===== src/rtl/alu_issue_stage_if.sv =====
// alu_issue_stage_if: ID-side and EX-side handshake/operand bundle of the ALU issue register
interface alu_issue_stage_if #(parameter int WIDTH = 32);
  logic             in_valid;
  logic             in_ready;
  logic [1:0]       alu_op;
  logic [5:0]       funct;
  logic [WIDTH-1:0] rs_data;
  logic [WIDTH-1:0] rt_data;
  logic [WIDTH-1:0] imm;
  logic             alu_src;
  logic             flush;
  logic             out_valid;
  logic             out_ready;
  logic [WIDTH-1:0] alu_a;
  logic [WIDTH-1:0] alu_b;
  logic [2:0]       alu_control;
  logic             illegal;
  modport slave (
    input  in_valid, alu_op, funct, rs_data, rt_data, imm, alu_src, flush, out_ready,
    output in_ready, out_valid, alu_a, alu_b, alu_control, illegal
  );
  modport master (
    output in_valid, alu_op, funct, rs_data, rt_data, imm, alu_src, flush, out_ready,
    input  in_ready, out_valid, alu_a, alu_b, alu_control, illegal
  );
endinterface


===== src/rtl/alu_issue_stage.sv =====
// alu_issue_stage: one-entry ID/EX register decoding ALUOp+funct and selecting operand b; ALU_ILLEGAL_COUNT_EN adds illegal_count
module alu_issue_stage #(
  parameter int WIDTH = 32
`ifdef ALU_ILLEGAL_COUNT_EN
  , parameter int CNT_WIDTH = 8
`endif
) (
  input logic clk,
  input logic reset,
  alu_issue_stage_if.slave bus
`ifdef ALU_ILLEGAL_COUNT_EN
  , output logic [CNT_WIDTH-1:0] illegal_count
`endif
);
  logic             valid_q, valid_d, illegal_q, illegal_d, load, dec_illegal;
  logic [WIDTH-1:0] a_q, a_d, b_q, b_d;
  logic [2:0]       ctrl_q, ctrl_d, funct_code, dec_code;
  assign bus.in_ready = !valid_q || bus.out_ready;
  always_comb begin
    funct_code  = bus.funct == 6'b100000 ? 3'b010 :
                  bus.funct == 6'b100010 ? 3'b110 :
                  bus.funct == 6'b100100 ? 3'b000 :
                  bus.funct == 6'b100101 ? 3'b001 :
                  bus.funct == 6'b101010 ? 3'b111 : 3'b011;
    dec_code    = bus.alu_op == 2'b00 ? 3'b010 :
                  bus.alu_op == 2'b01 ? 3'b110 :
                  bus.alu_op == 2'b10 ? funct_code : 3'b011;
    dec_illegal = dec_code == 3'b011;
    load        = bus.in_valid && bus.in_ready && !bus.flush;
    valid_d     = bus.flush ? 1'b0 : load ? 1'b1 : valid_q && !bus.out_ready;
    a_d         = load ? bus.rs_data : a_q;
    b_d         = load ? (bus.alu_src ? bus.imm : bus.rt_data) : b_q;
    ctrl_d      = load ? dec_code : ctrl_q;
    illegal_d   = !valid_d ? 1'b0 : load ? dec_illegal : illegal_q;
  end
  always_ff @(posedge clk) begin
    if (reset) begin
      valid_q   <= 1'b0;
      a_q       <= '0;
      b_q       <= '0;
      ctrl_q    <= 3'b011;
      illegal_q <= 1'b0;
    end else begin
      valid_q   <= valid_d;
      a_q       <= a_d;
      b_q       <= b_d;
      ctrl_q    <= ctrl_d;
      illegal_q <= illegal_d;
    end
  end
  assign bus.out_valid   = valid_q;
  assign bus.alu_a       = a_q;
  assign bus.alu_b       = b_q;
  assign bus.alu_control = ctrl_q;
  assign bus.illegal     = illegal_q;
`ifdef ALU_ILLEGAL_COUNT_EN
  logic [CNT_WIDTH-1:0] cnt_q, cnt_d;
  always_comb cnt_d = load && dec_illegal && !(&cnt_q) ? cnt_q + 1'b1 : cnt_q;
  always_ff @(posedge clk) begin
    if (reset) cnt_q <= '0;
    else cnt_q <= cnt_d;
  end
  assign illegal_count = cnt_q;
`endif
endmodule


===== src/flat_wrapper.sv =====
// flat-port wrapper written by rule: the top's interface ports become plain ports
module alu_issue_stage_flat 
#(
  parameter int WIDTH = 32

)
  (clk, reset, bus_in_valid, bus_alu_op, bus_funct, bus_rs_data, bus_rt_data, bus_imm, bus_alu_src, bus_flush, bus_out_ready, bus_in_ready, bus_out_valid, bus_alu_a, bus_alu_b, bus_alu_control, bus_illegal);
  alu_issue_stage_if #(.WIDTH(WIDTH)) bus_i ();
  input logic clk;
  input logic reset;
  input wire logic [$bits(bus_i.in_valid)-1:0] bus_in_valid;
  input wire logic [$bits(bus_i.alu_op)-1:0] bus_alu_op;
  input wire logic [$bits(bus_i.funct)-1:0] bus_funct;
  input wire logic [$bits(bus_i.rs_data)-1:0] bus_rs_data;
  input wire logic [$bits(bus_i.rt_data)-1:0] bus_rt_data;
  input wire logic [$bits(bus_i.imm)-1:0] bus_imm;
  input wire logic [$bits(bus_i.alu_src)-1:0] bus_alu_src;
  input wire logic [$bits(bus_i.flush)-1:0] bus_flush;
  input wire logic [$bits(bus_i.out_ready)-1:0] bus_out_ready;
  output wire logic [$bits(bus_i.in_ready)-1:0] bus_in_ready;
  output wire logic [$bits(bus_i.out_valid)-1:0] bus_out_valid;
  output wire logic [$bits(bus_i.alu_a)-1:0] bus_alu_a;
  output wire logic [$bits(bus_i.alu_b)-1:0] bus_alu_b;
  output wire logic [$bits(bus_i.alu_control)-1:0] bus_alu_control;
  output wire logic [$bits(bus_i.illegal)-1:0] bus_illegal;
  assign bus_i.in_valid = bus_in_valid;
  assign bus_i.alu_op = bus_alu_op;
  assign bus_i.funct = bus_funct;
  assign bus_i.rs_data = bus_rs_data;
  assign bus_i.rt_data = bus_rt_data;
  assign bus_i.imm = bus_imm;
  assign bus_i.alu_src = bus_alu_src;
  assign bus_i.flush = bus_flush;
  assign bus_i.out_ready = bus_out_ready;
  assign bus_in_ready = bus_i.in_ready;
  assign bus_out_valid = bus_i.out_valid;
  assign bus_alu_a = bus_i.alu_a;
  assign bus_alu_b = bus_i.alu_b;
  assign bus_alu_control = bus_i.alu_control;
  assign bus_illegal = bus_i.illegal;
  alu_issue_stage #(.WIDTH(WIDTH)) u_core (.clk(clk), .reset(reset), .bus(bus_i));
endmodule

===== config.mk =====
export PLATFORM = sky130hd
export DESIGN_NAME = alu_issue_stage_flat
export DESIGN_NICKNAME = d
export VERILOG_FILES = /design/src/rtl/alu_issue_stage_if.sv /design/src/rtl/alu_issue_stage.sv /design/src/flat_wrapper.sv
export SDC_FILE = /design/constraint.sdc
export NUM_CORES = 1
export LEC_CHECK = 0
export BUFFER_PORTS_ARGS = -buffer_cell sky130_fd_sc_hd__buf_2
export CAP_MARGIN = 20
export CORE_MARGIN = 4
export CORE_UTILIZATION = 43
export DETAILED_ROUTE_END_ITERATION = 10
export GPL_TIMING_DRIVEN = 0
export PLACE_DENSITY = 0.8
export SLEW_MARGIN = 20
export SYNTH_ARGS = -nofsm -noshare
export SYNTH_HDL_FRONTEND = slang
export SYNTH_SLANG_ARGS = --single-unit
export TNS_END_PERCENT = 100

===== constraint.sdc =====
create_clock -name clk -period 1.53 [get_ports clk]
set_input_delay 0.0765 -clock clk [delete_from_list [all_inputs] [get_ports clk]]
set_output_delay 0.0765 -clock clk [all_outputs]
set_load 0.05 [all_outputs]

After elaboration in Yosys (flattened, before gate mapping)
Cells that the tools add are included.
{"block": "classes", "n_bitwise": 1, "mux": 11, "n_eq_ne": 8, "n_reduce_logical": 9}
{"cell": "$mux 32", "n": 1}
{"cell": "$eq 6x6->1 const B", "n": 5}
{"cell": "$mux 3", "n": 8}
{"cell": "$eq 3x2->1 const B", "n": 1}
{"cell": "$logic_and 1x1->1", "n": 3}
{"cell": "$logic_not 1->1", "n": 3}
{"cell": "$eq 2x1->1 const B", "n": 1}
{"cell": "$eq 2x2->1 const B", "n": 1}
{"cell": "$logic_not 2->1", "n": 1}
{"cell": "$mux 1", "n": 2}
{"cell": "$reduce_or 2->1", "n": 1}
{"cell": "$logic_or 1x1->1", "n": 1}
{"cell": "$not 1->1", "n": 1}
{"block": "word_totals", "output_inout_bits": 70, "in_bits": 110, "register_bits": 69}

Depth between registers and ports, before layout
{"block": "logic_depth", "word_depth": 10, "depth_mapped": 6, "depth_no_buf": 5}

Worst setup path after synthesis
No wires, ideal clock.
{"block": "synth_path", "path_type": "register to register", "start": "register u_core.valid_q (netlist: u_core.bus.out_valid)", "end": "register u_core.a_q[10] (netlist: u_core.bus.alu_a[10])", "n_path_buf": 1, "stages_incl_launch_ff": 7, "required_time_ns": 1.460, "setup_slack_ns": -0.253, "setup_time_ns": 0.070, "arrival_ns": 1.713, "cell_sequence": "dfxtp_1 -> nor2b_4 -> inv_1 -> nand3b_2 -> buf_2 -> nand2_1 -> a21oi_1"}
{"block": "synth_via", "elab_chain_len": 4}
{"item": "start: declaration", "line": "alu_issue_stage.sv:15", "rtl": "logic valid_q, valid_d, illegal_q, illegal_d, load, dec_illegal;"}
{"item": "start signal: assignment", "line": "alu_issue_stage.sv:44", "rtl": "valid_q <= valid_d;"}
{"item": "$logic_not 1->1", "line": "alu_issue_stage.sv:18", "rtl": "assign bus.in_ready = !valid_q || bus.out_ready;"}
{"item": "$logic_or 1x1->1", "line": "alu_issue_stage.sv:18"}
{"item": "named net bus_in_ready", "line": "flat_wrapper.sv:20", "rtl": "output wire logic [$bits(bus_i.in_ready)-1:0] bus_in_ready;"}
{"item": "$logic_and 1x1->1 (2 in a row)", "line": "alu_issue_stage.sv:29", "rtl": "load = bus.in_valid && bus.in_ready && !bus.flush;"}
{"item": "end signal: assignment", "line": "alu_issue_stage.sv:39", "rtl": "a_q <= '0;"}
{"item": "end signal: assignment", "line": "alu_issue_stage.sv:45", "rtl": "a_q <= a_d;"}
{"item": "end: declaration", "line": "alu_issue_stage.sv:16", "rtl": "logic [WIDTH-1:0] a_q, a_d, b_q, b_d;"}
The timed path passes the listed nets, and every way through them passes these cells.
A chain may end at the register's enable or synchronous reset.

Final worst setup path
{"block": "layout_path", "start": "register u_core.valid_q (netlist: u_core.bus.out_valid)", "end": "register u_core.b_q[18] (netlist: u_core.bus.alu_b[18])"}
{"block": "layout_via", "elab_chain_len": 4}
{"item": "$logic_not 1->1", "line": "alu_issue_stage.sv:18"}
{"item": "$logic_or 1x1->1", "line": "alu_issue_stage.sv:18"}
{"item": "$logic_and 1x1->1 (2 in a row)", "line": "alu_issue_stage.sv:29"}
{"item": "end signal: assignment", "line": "alu_issue_stage.sv:40", "rtl": "b_q <= '0;"}
{"item": "end signal: assignment", "line": "alu_issue_stage.sv:46", "rtl": "b_q <= b_d;"}
{"item": "end: declaration", "line": "alu_issue_stage.sv:16"}
Every way passes these cells.

==> impl_metrics.py <==
metrics = {
    "route": {
        "wl_per_cell_um": 14.5,
        "first_pass_iters": 6,
        "routed_via_density": 4.98,
        "drt_drc_violations_left": 0,
        "wirelength_um": 8940,
        "drt-initial-drc-count": 79,
        "vias": 3076,
        "ant_nets": 0,
    },
    "grt": {
        "grt_use_total_pct": 21.7,
        "grt_max_degree": 12,
        "grt_overflow_total": 0,
        "busiest_layer": "met2",
        "grt_pass1_wl_um": 14600,
        "grt_antenna_before_repair": 0,
        "first_global_vias": 3034,
        "gr-usage-met1_pct": 24.3,
        "use_met3_pct": 5.93,
        "gr-usage-met2_pct": 38.6,
    },
    "critical_path": {
        "reg2reg_depth": 5,
        "crit_start": "u_core.bus.out_valid",
        "reg2reg_slack_ps": 100,
        "cp.required_ps": 1710,
        "crit_path_end_kind": "flop",
        "rr_endpoint": "u_core.bus.alu_b[18]",
        "cp-endpoint": "u_core.bus.alu_b[18]",
        "reg2reg_from": "u_core.bus.out_valid",
        "cp_max_fo": 10,
        "cp.arrival_ps": 1610,
        "cp-start-kind": "flop",
        "critical_path_class": "reg2reg",
    },
    "sta": {
        "max_slew_margin_pct": 53.4,
        "max_freq_mhz": 701,
        "setup_tns_ps": 0,
        "finClkSkew_ps": 10.3,
        "setup_viol": 0,
        "finalHoldViolCount": 0,
        "finalCriticalPeriod_ps": 1430,
        "whs_ps": 30.9,
        "setup_ws_ps": 102,
        "fin_crit_sh_pct": 93.3,
        "worst_pin_slew_ps": 699,
        "drv_slew": 0,
        "rsz0062_at_grt": "false",
    },
    "finish": {
        "final_cell_area_mm2": 0.00445,
        "antenna_cells": 0,
        "nFillCells": 512,
        "layout.nets": 646,
        "mostFrequentLayoutCell": "buf_2",
        "final_cell_count_no_fill": 618,
        "mostFrequentLayoutCells": "188 x buf_2, 68 x nand2_1, 68 x dfxtp_1",
        "utilization_pct": 69.3,
        "drive_gt1_share_pct": 44.2,
        "area_growth_pct": 53.9,
    },
    "clock_tree": {
        "tritoncts": "yes",
        "clkSinkCount": 69,
        "clk_pin_slew_ps": 80,
        "h-tree-depth": 3,
        "cts_root_buffer": "clkbuf_8",
        "clock_path_buffers": 2,
        "hold_buffers": 33,
        "post_cts_buffers": 0,
        "cts_resized": 0,
        "clkLatencyLatePin_ps": 330,
        "cts_made_buffers": 9,
    },
    "placement": {
        "dpl.hpwl_um": 6490,
        "dpl.cell_count": 569,
        "gp_congestion": 0.748,
        "dp_slack_ps": 98.4,
        "io_buffers": 177,
        "place_area_mm2": 0.00390,
    },
    "logic_synthesis": {
        "seq_area_frac_synth_pct": 47.8,
        "ys_top_cells_by_area": "dfxtp_1 48%, mux2i_1 11%, a211oi_2 10%",
        "synth_area_leader_cell": "dfxtp_1",
        "synth_area_mm2": 0.00289,
        "avgSynthCellArea_um2": 9.18,
        "synthCells": 315,
        "netlist-cell-type-count": 27,
        "netlist.area_leader.share_pct": 47.8,
        "synth_seq_cells": 69,
        "syn_nets": 425,
        "yosys_warnings": 0,
    },
    "floorplanning": {
        "core-area_mm2": 0.00642,
        "ios": 180,
        "start_util_pct": 45.0,
        "fp.dieW_um": 90.0,
        "rows": 29,
        "dieArea_mm2": 0.00810,
        "die_h_um": 90.0,
    },
    "job": {
        "drv_cap": 0,
    },
    "power": {
        "p_leak_nw": 2.13,
        "vdd_ir_drop_max_v": 0.000597,
        "powerDensity_mw_per_mm2": 1040,
        "finalPower_mw": 4.62,
    },
    "worst_hold_path": {
        "min_path_type": "in2reg",
        "worstHoldPathCells": 3,
    },
    "outcome": {
        "outcome": "finished clean",
    },
}
report_power, final:
group | switching (mW) | internal [mW]
Sequential | 0.0508 | 1.90
Combinational | 0.695 | 0.379
Clock | 0.654 | 0.944
critical path, stage by stage, from the launching register on:
cell      delay (ps)
dfxtp_4          340
nor2b_4          130
nor3b_2          180
buf_4            200
buf_2            310
a211oi_2         110
Yosys cell counts (all sizes together):
cell type  count
o21bai         1
or3b           1
nand2         68
a21oi         35
nor4           1
nand3          1
o2111ai        1
a21boi         1
nor2b          1
inv            2
mux2i         32
dfxtp         69
a311oi         1
nand3b         1
nor2          36
nand2b         1
a211oi        32
nor4b          1
buf           23
nor3           1
nor3b          2
nand4b         1
clkbuf         3
worst min-delay path by stage:
stage / slack [ps] / from / endpoint
finish: 30 / bus_alu_op[1] / u_core.bus.alu_control[0]
global route: 50 / bus_alu_op[1] / u_core.bus.alu_control[0]
CTS: 10 / bus_alu_op[1] / u_core.bus.alu_control[0]
floorplan: 150 / bus_flush / u_core.bus.out_valid
global placement: 310 / bus_flush / u_core.bus.out_valid
detailed placement: 310 / bus_flush / u_core.bus.out_valid
sequential cells by signal, summed over array words and instances, names as in the netlist:
signal / cells
u_core.bus.alu_a: 32
u_core.bus.alu_b: 32
u_core.bus.alu_control: 3
u_core.bus.illegal: 1
u_core.bus.out_valid: 1
per-layer routing:
layer	vias to the layer above	wire length, um	part of all wire (%)
li1	1529	-	-
met5	-	0	0
met3	17	594	6.6
met4	0	201	2.2
met1	1415	3490	39
met2	115	4660	52
area by class of cell:
type                       instances  area, um2  area share [%]
buffer                            26        141            3.18
clock buffer                      14        184            4.14
clock inverter                     2       37.5           0.844
inverter                           2       11.3           0.253
multi-input combinational        218       1380            30.9
sequential                        69       1390            31.1
tap                               77       96.3            2.17
timing repair buffer             210       1220            27.3
cells by family (layout without fill, tap and decap cells):
kind of cell           count (synthesis)  after routing  share of synthesized area (%)
AND/OR/NAND/NOR                      115            115                           16.8
buffers and inverters                 28            254                           4.89
flip-flops                            69             69                           47.8
multiplexers                          32             32                           11.1
AO/OA/AOI/OAI                         71             71                           19.5
No activity file was read; power rests on OpenSTA's default activity.
